<file path="config.mk">
export PLATFORM = sky130hd
export DESIGN_NAME = counter_seq_arbiter
export DESIGN_NICKNAME = d
export VERILOG_FILES = /design/src/rtl/counter_seq_arbiter.sv
export SDC_FILE = /design/constraint.sdc
export NUM_CORES = 1
export LEC_CHECK = 0
export ABC_AREA = 1
export BUFFER_PORTS_ARGS = -buffer_cell sky130_fd_sc_hd__buf_2
export CORE_ASPECT_RATIO = 1.5
export CORE_MARGIN = 4
export CORE_UTILIZATION = 56
export CTS_CLUSTER_DIAMETER = 60
export DETAILED_ROUTE_END_ITERATION = 12
export PLACE_DENSITY_LB_ADDON = 0.2
export SKIP_CTS_REPAIR_TIMING = 1
export SLEW_MARGIN = 20
export SYNTH_ARGS = -nofsm -noshare
export SYNTH_HDL_FRONTEND = slang
export SYNTH_SLANG_ARGS = --single-unit
</file>
<file path="constraint.sdc">
create_clock -name i_clk -period 5.3 [get_ports i_clk]
set_clock_uncertainty 0.05 [all_clocks]
set_input_delay 0.53 -clock i_clk [delete_from_list [all_inputs] [get_ports i_clk]]
set_output_delay 0.53 -clock i_clk [all_outputs]
set_load 0.005 [all_outputs]
</file>
<file path="src/rtl/counter_seq_arbiter.sv">
// counter_seq_arbiter: round-robin scheduler sharing one up/down counter between two requesters
module counter_seq_arbiter #(
    parameter int WIDTH = 4
) (
    input  logic               i_clk,
    input  logic               i_rst,
    input  logic [1:0]         i_req_valid,
    input  logic [2*WIDTH-1:0] i_req_start,
    input  logic [1:0]         i_req_dir,
    input  logic [2*WIDTH-1:0] i_req_steps,
    output logic [1:0]         o_req_ready,
    output logic               o_cnt_rst,
    output logic               o_cnt_load,
    output logic               o_cnt_updown,
    output logic [WIDTH-1:0]   o_cnt_data,
    input  logic [WIDTH-1:0]   i_cnt_data_out,
    output logic               o_rsp_valid,
    output logic               o_rsp_id,
    output logic [WIDTH-1:0]   o_rsp_value,
    output logic               o_rsp_err,
    output logic [7:0]         o_err_count
);
    typedef enum logic [2:0] {IDLE, LOAD, COUNT, CAPTURE, RESP} state_t;
    state_t r_state, w_next;
    logic [1:0] w_grant;
    logic w_accept, w_gid, w_mis;
    logic [WIDTH-1:0] w_start, w_steps;
    logic r_last, r_id;
    logic [WIDTH-1:0] r_rem, r_exp;
    logic r_cnt_rst, r_cnt_load, r_cnt_updown;
    logic [WIDTH-1:0] r_cnt_data;
    logic r_rsp_valid, r_rsp_id, r_rsp_err;
    logic [WIDTH-1:0] r_rsp_value;
    logic [7:0] r_err_count;
    always_comb begin
        w_grant = 2'b00;
        if (r_state == IDLE && !i_rst)
            w_grant = (&i_req_valid) ? (r_last ? 2'b01 : 2'b10) : i_req_valid;
        w_accept = |w_grant;
        w_gid = w_grant[1];
        w_start = i_req_start[w_gid*WIDTH +: WIDTH];
        w_steps = i_req_steps[w_gid*WIDTH +: WIDTH];
        w_mis = i_cnt_data_out != r_exp;
        w_next = r_state;
        unique case (r_state)
            IDLE:    w_next = w_accept ? LOAD : IDLE;
            LOAD:    w_next = (r_rem != '0) ? COUNT : CAPTURE;
            COUNT:   w_next = (r_rem == WIDTH'(1)) ? CAPTURE : COUNT;
            CAPTURE: w_next = RESP;
            RESP:    w_next = IDLE;
            default: w_next = IDLE;
        endcase
    end
    always_ff @(posedge i_clk) begin
        if (i_rst) r_state <= IDLE;
        else       r_state <= w_next;
    end
    always_ff @(posedge i_clk) begin
        r_cnt_rst <= i_rst;
        if (i_rst) begin
            r_last       <= 1'b1;
            r_cnt_load   <= 1'b0;
            r_cnt_updown <= 1'b1;
            r_cnt_data   <= '0;
            r_rsp_valid  <= 1'b0;
            r_rsp_id     <= 1'b0;
            r_rsp_value  <= '0;
            r_rsp_err    <= 1'b0;
            r_err_count  <= '0;
        end else begin
            r_cnt_load  <= w_accept;
            r_rsp_valid <= r_state == CAPTURE;
            if (w_accept) begin
                r_last       <= w_gid;
                r_id         <= w_gid;
                r_rem        <= w_steps;
                r_exp        <= i_req_dir[w_gid] ? w_start + w_steps : w_start - w_steps;
                r_cnt_data   <= w_start;
                r_cnt_updown <= i_req_dir[w_gid];
            end
            if (r_state == COUNT) r_rem <= r_rem - WIDTH'(1);
            if (r_state == CAPTURE) begin
                r_rsp_id    <= r_id;
                r_rsp_value <= i_cnt_data_out;
                r_rsp_err   <= w_mis;
                if (w_mis && r_err_count != 8'd255) r_err_count <= r_err_count + 8'd1;
            end
        end
    end
    assign o_req_ready  = w_grant;
    assign o_cnt_rst    = r_cnt_rst;
    assign o_cnt_load   = r_cnt_load;
    assign o_cnt_updown = r_cnt_updown;
    assign o_cnt_data   = r_cnt_data;
    assign o_rsp_valid  = r_rsp_valid;
    assign o_rsp_id     = r_rsp_id;
    assign o_rsp_value  = r_rsp_value;
    assign o_rsp_err    = r_rsp_err;
    assign o_err_count  = r_err_count;
endmodule

</file>
Yosys cells after proc, flatten, opt, wreduce, memory -nomap -nowiden
Index checks and enable logic that the tools add are counted.
{"block": "totals", "ff_bits": 35, "latchBits": 0, "mem_bits_rw": 0, "romBits": 0, "in_bits": 26, "output_inout_bits": 24, "elab_cells": 51, "mem_count": 0}
{"block": "classes", "addsub": 4, "multipliers": 0, "n_div": 0, "magnitude_cmp": 1, "n_eq_ne": 6, "n_shift": 2, "n_mux": 12, "bitwise_logic": 1, "reduce_logical": 11}
{"operator": "8-bit by 4-bit variable part select with 4-bit output", "n": 2}
{"operator": "4-bit 2-to-1 mux", "n": 3}
{"operator": "3-bit case mux with 4 select lines", "n": 1}
{"operator": "8-bit by 1-bit adder with 8-bit output (second input constant)", "n": 1}
{"operator": "8-bit != test (second input constant)", "n": 1}
{"operator": "2-bit AND reduction", "n": 4}
{"operator": "3-bit by 2-bit equality test with 1-bit output (second input constant)", "n": 2}
{"operator": "2-bit 2-to-1 mux", "n": 3}
{"operator": "1-bit 2-to-1 mux", "n": 5}
{"operator": "4-bit adder", "n": 1}
{"operator": "4-bit by 1-bit equality test with 1-bit output (second input constant)", "n": 1}
{"operator": "4-bit != test", "n": 1}
{"operator": "4-bit nonzero test", "n": 1}
{"operator": "4-bit by 1-bit subtractor with 4-bit output (second input constant)", "n": 1}
{"operator": "4-bit subtractor", "n": 1}
{"operator": "3-bit by 1-bit equality test with 1-bit output (second input constant)", "n": 1}
{"operator": "3-bit zero test", "n": 1}
{"operator": "1-bit logical AND", "n": 2}
{"operator": "1-bit by 2-bit < comparator with 1-bit output (second input constant)", "n": 1}
{"operator": "2-bit nonzero test", "n": 1}
{"operator": "2-bit OR reduction", "n": 1}
{"operator": "1-bit zero test", "n": 1}
{"operator": "1-bit NOT", "n": 1}

Logic depth before layout (Yosys ltp)
{"block": "logic_depth", "word_depth": 6, "ltp_mapped": 21, "ltp_nobuf": 20}

Worst setup path before layout
Ideal clock, no wire load.
{"block": "synth_path", "kind": "input port to flip-flop", "start": "input port i_req_valid[0]", "end": "register r_exp[3], data pin", "setup_time_ns": 0.253, "arrival_time_ns": 2.201, "required_ns": 4.997, "setup_slack_ns": 2.796, "path_stages": 21, "path_cell_list": "nand2_1 nand2_1 nor2_4 buf_6 nand2_2 nand2_2 inv_2 nand2_1 nand2_1 o21ai_2 ha_1 nand2_1 nand2_1 a21oi_1 inv_1 nand2_1 nand2_1 nand2_1 nand2_1 nand2_1 nand2_1"}
{"block": "synth_via", "elab_chain_cells": 6, "word_cells_on_any_way": 10}
{"element": "start: declaration", "line_no": "7", "rtl": "input logic [1:0] i_req_valid,"}
{"element": "2-bit AND reduction (*)", "line_no": "38", "rtl": "w_grant = (&i_req_valid) ? (r_last ? 2'b01 : 2'b10) : i_req_valid;"}
{"element": "2-bit 2-to-1 mux (*)", "line_no": "38"}
{"element": "2-bit 2-to-1 mux (*)", "line_no": "37", "rtl": "if (r_state == IDLE && !i_rst)"}
{"element": "named net o_req_ready[1]", "line_no": "11", "rtl": "output logic [1:0] o_req_ready,"}
{"element": "8-bit by 4-bit variable part select with 4-bit output, or another cell as far along", "line_no": "41", "rtl": "w_start = i_req_start[w_gid*WIDTH +: WIDTH];"}
{"element": "4-bit subtractor, or another cell as far along", "line_no": "77", "rtl": "r_exp <= i_req_dir[w_gid] ? w_start + w_steps : w_start - w_steps;"}
{"element": "4-bit 2-to-1 mux (*)", "line_no": "77"}
{"element": "end signal: assignment", "line_no": "77"}
{"element": "end: declaration", "line_no": "29", "rtl": "logic [WIDTH-1:0] r_rem, r_exp;"}
The timed path passes the listed nets; every way through them passes the cells marked *. The select of a mux whose other input is x is not followed.
A chain may end at the register's enable or synchronous reset.

Worst setup path after layout
{"block": "layout_path", "start": "input port i_rst", "end": "register r_exp[3], data pin"}
{"block": "layout_via", "elab_chain_cells": 6, "word_cells_on_any_way": 10}
{"element": "start: declaration", "line_no": "6", "rtl": "input logic i_rst,"}
{"element": "1-bit zero test (*)", "line_no": "37"}
{"element": "1-bit logical AND (*)", "line_no": "37"}
{"element": "2-bit 2-to-1 mux (*)", "line_no": "37"}
{"element": "8-bit by 4-bit variable part select with 4-bit output (*)", "line_no": "41"}
{"element": "named net w_start[1]", "line_no": "27", "rtl": "logic [WIDTH-1:0] w_start, w_steps;"}
{"element": "4-bit subtractor or 4-bit adder (tied branches)", "line_no": "77"}
{"element": "4-bit 2-to-1 mux (*)", "line_no": "77"}
Marks and branches as above.

==> impl_metrics.yaml <==
outcome:
  run_status: "finished, final reports clean"
yosys:
  ys_types: 31
  ys_ff_latch: 35
  yosys_warnings: 0
  synthTopCellsByArea: "dfxtp_1 28%, edfxtp_1 14%, nand2_1 11%"
  synth.top_cell.area_share: 0.2766
  yosysMostFrequentCell: "nand2_1"
  yosysTopAreaCell: "dfxtp_1"
  synth-edff-count: 9
  async_flop_share: 0
  avgSynthCellArea_um2: 7.712
  synth_nets: 278
  yosysSeqAreaShare: 0.4202
  synth_common_cells: "56 x nand2_1, 34 x inv_1, 26 x dfxtp_1"
  synth_ff_type: "dfxtp_1"
  syn-cell-area_um2: 1882
  syn_inst: 244
final_layout:
  n_antenna_cell: 0
  fin_area_um2: 2240
  syn_to_final_growth_pct: 19.02
  seq_area_um2: 790.8
  drive_gt1_frac: 0.2466
  nFillCells: 268
  utilization: 0.7020
  finalNetCount: 329
  multiInputGateArea_um2: 919.6
grt:
  grt_use_met3: 0.03902
  antenna_found_initial: 0
  track_usage: 0.1927
  grt_overflow: 0
  busiest_layer: "met2"
  grt_pass1_wl_um: 6851
  met1_usage: 0.1929
  grt_pass1_vias: 1663
  grt_max_degree: 16
  met2_usage: 0.3756
clock_tree:
  cts_tree: "yes"
  numCtsBuffers: 5
  htreeDepth: 2
  clock_sinks: 35
  clk_pin_slew_ps: 70
  worstSkewPairLatency_ps: 280
  cts_buffer_depth: 2
  cts_root_buf: "clkbuf_8"
drt:
  remaining_drc_errors: 0
  routedWlPerCell_um: 12.15
  drtIter0Drc: 46
  vias_per_cell: 5.149
  drt-total-wl_um: 4081
  firstDrtPassIters: 4
  dr_total_vias: 1730
  antenna_left: 0
power:
  total_power_uw: 614.7
  vdd_ir_drop_max_v: 0.0002076
  powerDensity_nw_per_um2: 274.5
  leakage_nw: 1.127
sta:
  finalSetupViolations: 0
  tightest_slew_ps: 838.8
  finalCriticalPeriod_ps: 2842
  min_period_over_period: 0.5362
  finalHoldViolations: 0
  holdWs_ps: 423.8
  grt_setup_unrepaired: "no"
  slew_viol_final: 0
  max_freq_ghz: 0.3519
  relSlewSlack: 0.4378
  fin_setup_tns_ps: 0
place:
  port_buffers: 49
  hpwl_um: 3161
  gp_congestion: 0.8621
  placed_area_um2: 2148
floorplanning:
  rows: 25
  core-area_um2: 3191
  die_area_um2: 4371
  design.portCount: 50
  die_x_um: 55.33
  die_h_um: 79.00
  initial_core_util: 0.5898
job:
  maxCapViolations: 0
worst_setup_path:
  end_kind: "flop"
  crit_arrival_ps: 2830
  crit_type: "input port to flop"
  cp-start-kind: "input port"
  crit_fanout: 14
  worstPathRequired_ps: 5290
worst_hold_path:
  min_path_type: "flop to flop"
[cell type report]
class | instances | share of cell area
Timing Repair Buffer | 49 | 0.1095
Tap cell | 40 | 0.02235
Clock inverter | 1 | 0.002235
Inverter | 38 | 0.06369
Multi-Input combinational cell | 166 | 0.4106
Clock buffer | 7 | 0.03855
Sequential cell | 35 | 0.3531
[per-layer routing]
metal | part of all wire | up-vias
li1 | - | 892
met1 | 0.38 | 777
met2 | 0.54 | 56
met3 | 0.059 | 5
met4 | 0.014 | 0
met5 | 0 | -
[path summary, 6_finish.rpt]
path	startpoint	end	slack [ps]	cells past startpoint
worst min-delay path	o_rsp_err$_SDFFE_PP0P_	o_rsp_err$_SDFFE_PP0P_	420	2
worst min register to register	o_rsp_err$_SDFFE_PP0P_	o_rsp_err$_SDFFE_PP0P_	420	2
worst max register to register	r_state[2]$_SDFF_PP0_	r_exp[3]$_DFFE_PP_	2540	18
worst max-delay path	i_rst	r_exp[3]$_DFFE_PP_	2460	19
[sequential cells by signal, summed over array words and instances, names as in the netlist]
name          cells
o_rsp_err         1
o_err_count       8
o_cnt_rst         1
o_rsp_id          1
r_exp             4
r_rem             4
o_rsp_valid       1
o_cnt_load        1
o_cnt_data        4
o_cnt_updown      1
r_state           3
r_id              1
o_rsp_value       4
r_last            1
[critical path, stage by stage]
cell and delay (ps):
buf_2 180, nor2_2 120, nand2_2 110, nor2_4 280, inv_2 130, or2_1 220, o21ai_1 180, inv_1 80
ha_1 300, nand2_1 80, nand2_1 50, a21oi_1 160, inv_1 60, nand2_1 80, nand2_1 50, nand2_1 70
nand2_1 50, nand2_1 50, nand2_1 50
[report_power, final]
group | internal (mW) | total (mW) | switching, mW
logic | 0.0460 | 0.116 | 0.0700
registers | 0.296 | 0.304 | 0.00814
clock network | 0.105 | 0.195 | 0.0898
[layout by cell type, fill, tap and decap left out, drive strengths merged, types with 3 or more instances in the layout]
cell type	synthesis	final
o21ai	21	21
o21bai	3	3
edfxtp	9	9
nand4	9	9
ha	7	7
nor2	20	20
xnor2	8	8
a21oi	12	12
nand3	10	10
dfxtp	26	26
clkbuf	2	7
xor2	4	4
buf	3	49
nand2	62	62
inv	38	38
nor3	3	3
[logic make-up (layout without fill, tap and decap cells)]
group,Yosys count,in the layout,synth area share
AO/OA/AOI/OAI,40,40,0.1183
XOR/XNOR,12,12,0.05585
adder cells (fa/ha/maj),8,8,0.05718
buffers and inverters,43,95,0.09109
flip-flops,35,35,0.4202
AND/OR/NAND/NOR,106,106,0.2573
[stage by stage]
stage | setup WS [ps] | cells
6_report | 2458 | 336
5_1_grt | 2183 | 336
4_1_cts | 2451 | 336
3_5_place_dp | 2165 | 328
3_3_place_gp | 2275 | 328
2_1_floorplan | 2796 | 244
(Power assumes the default switching activity.)
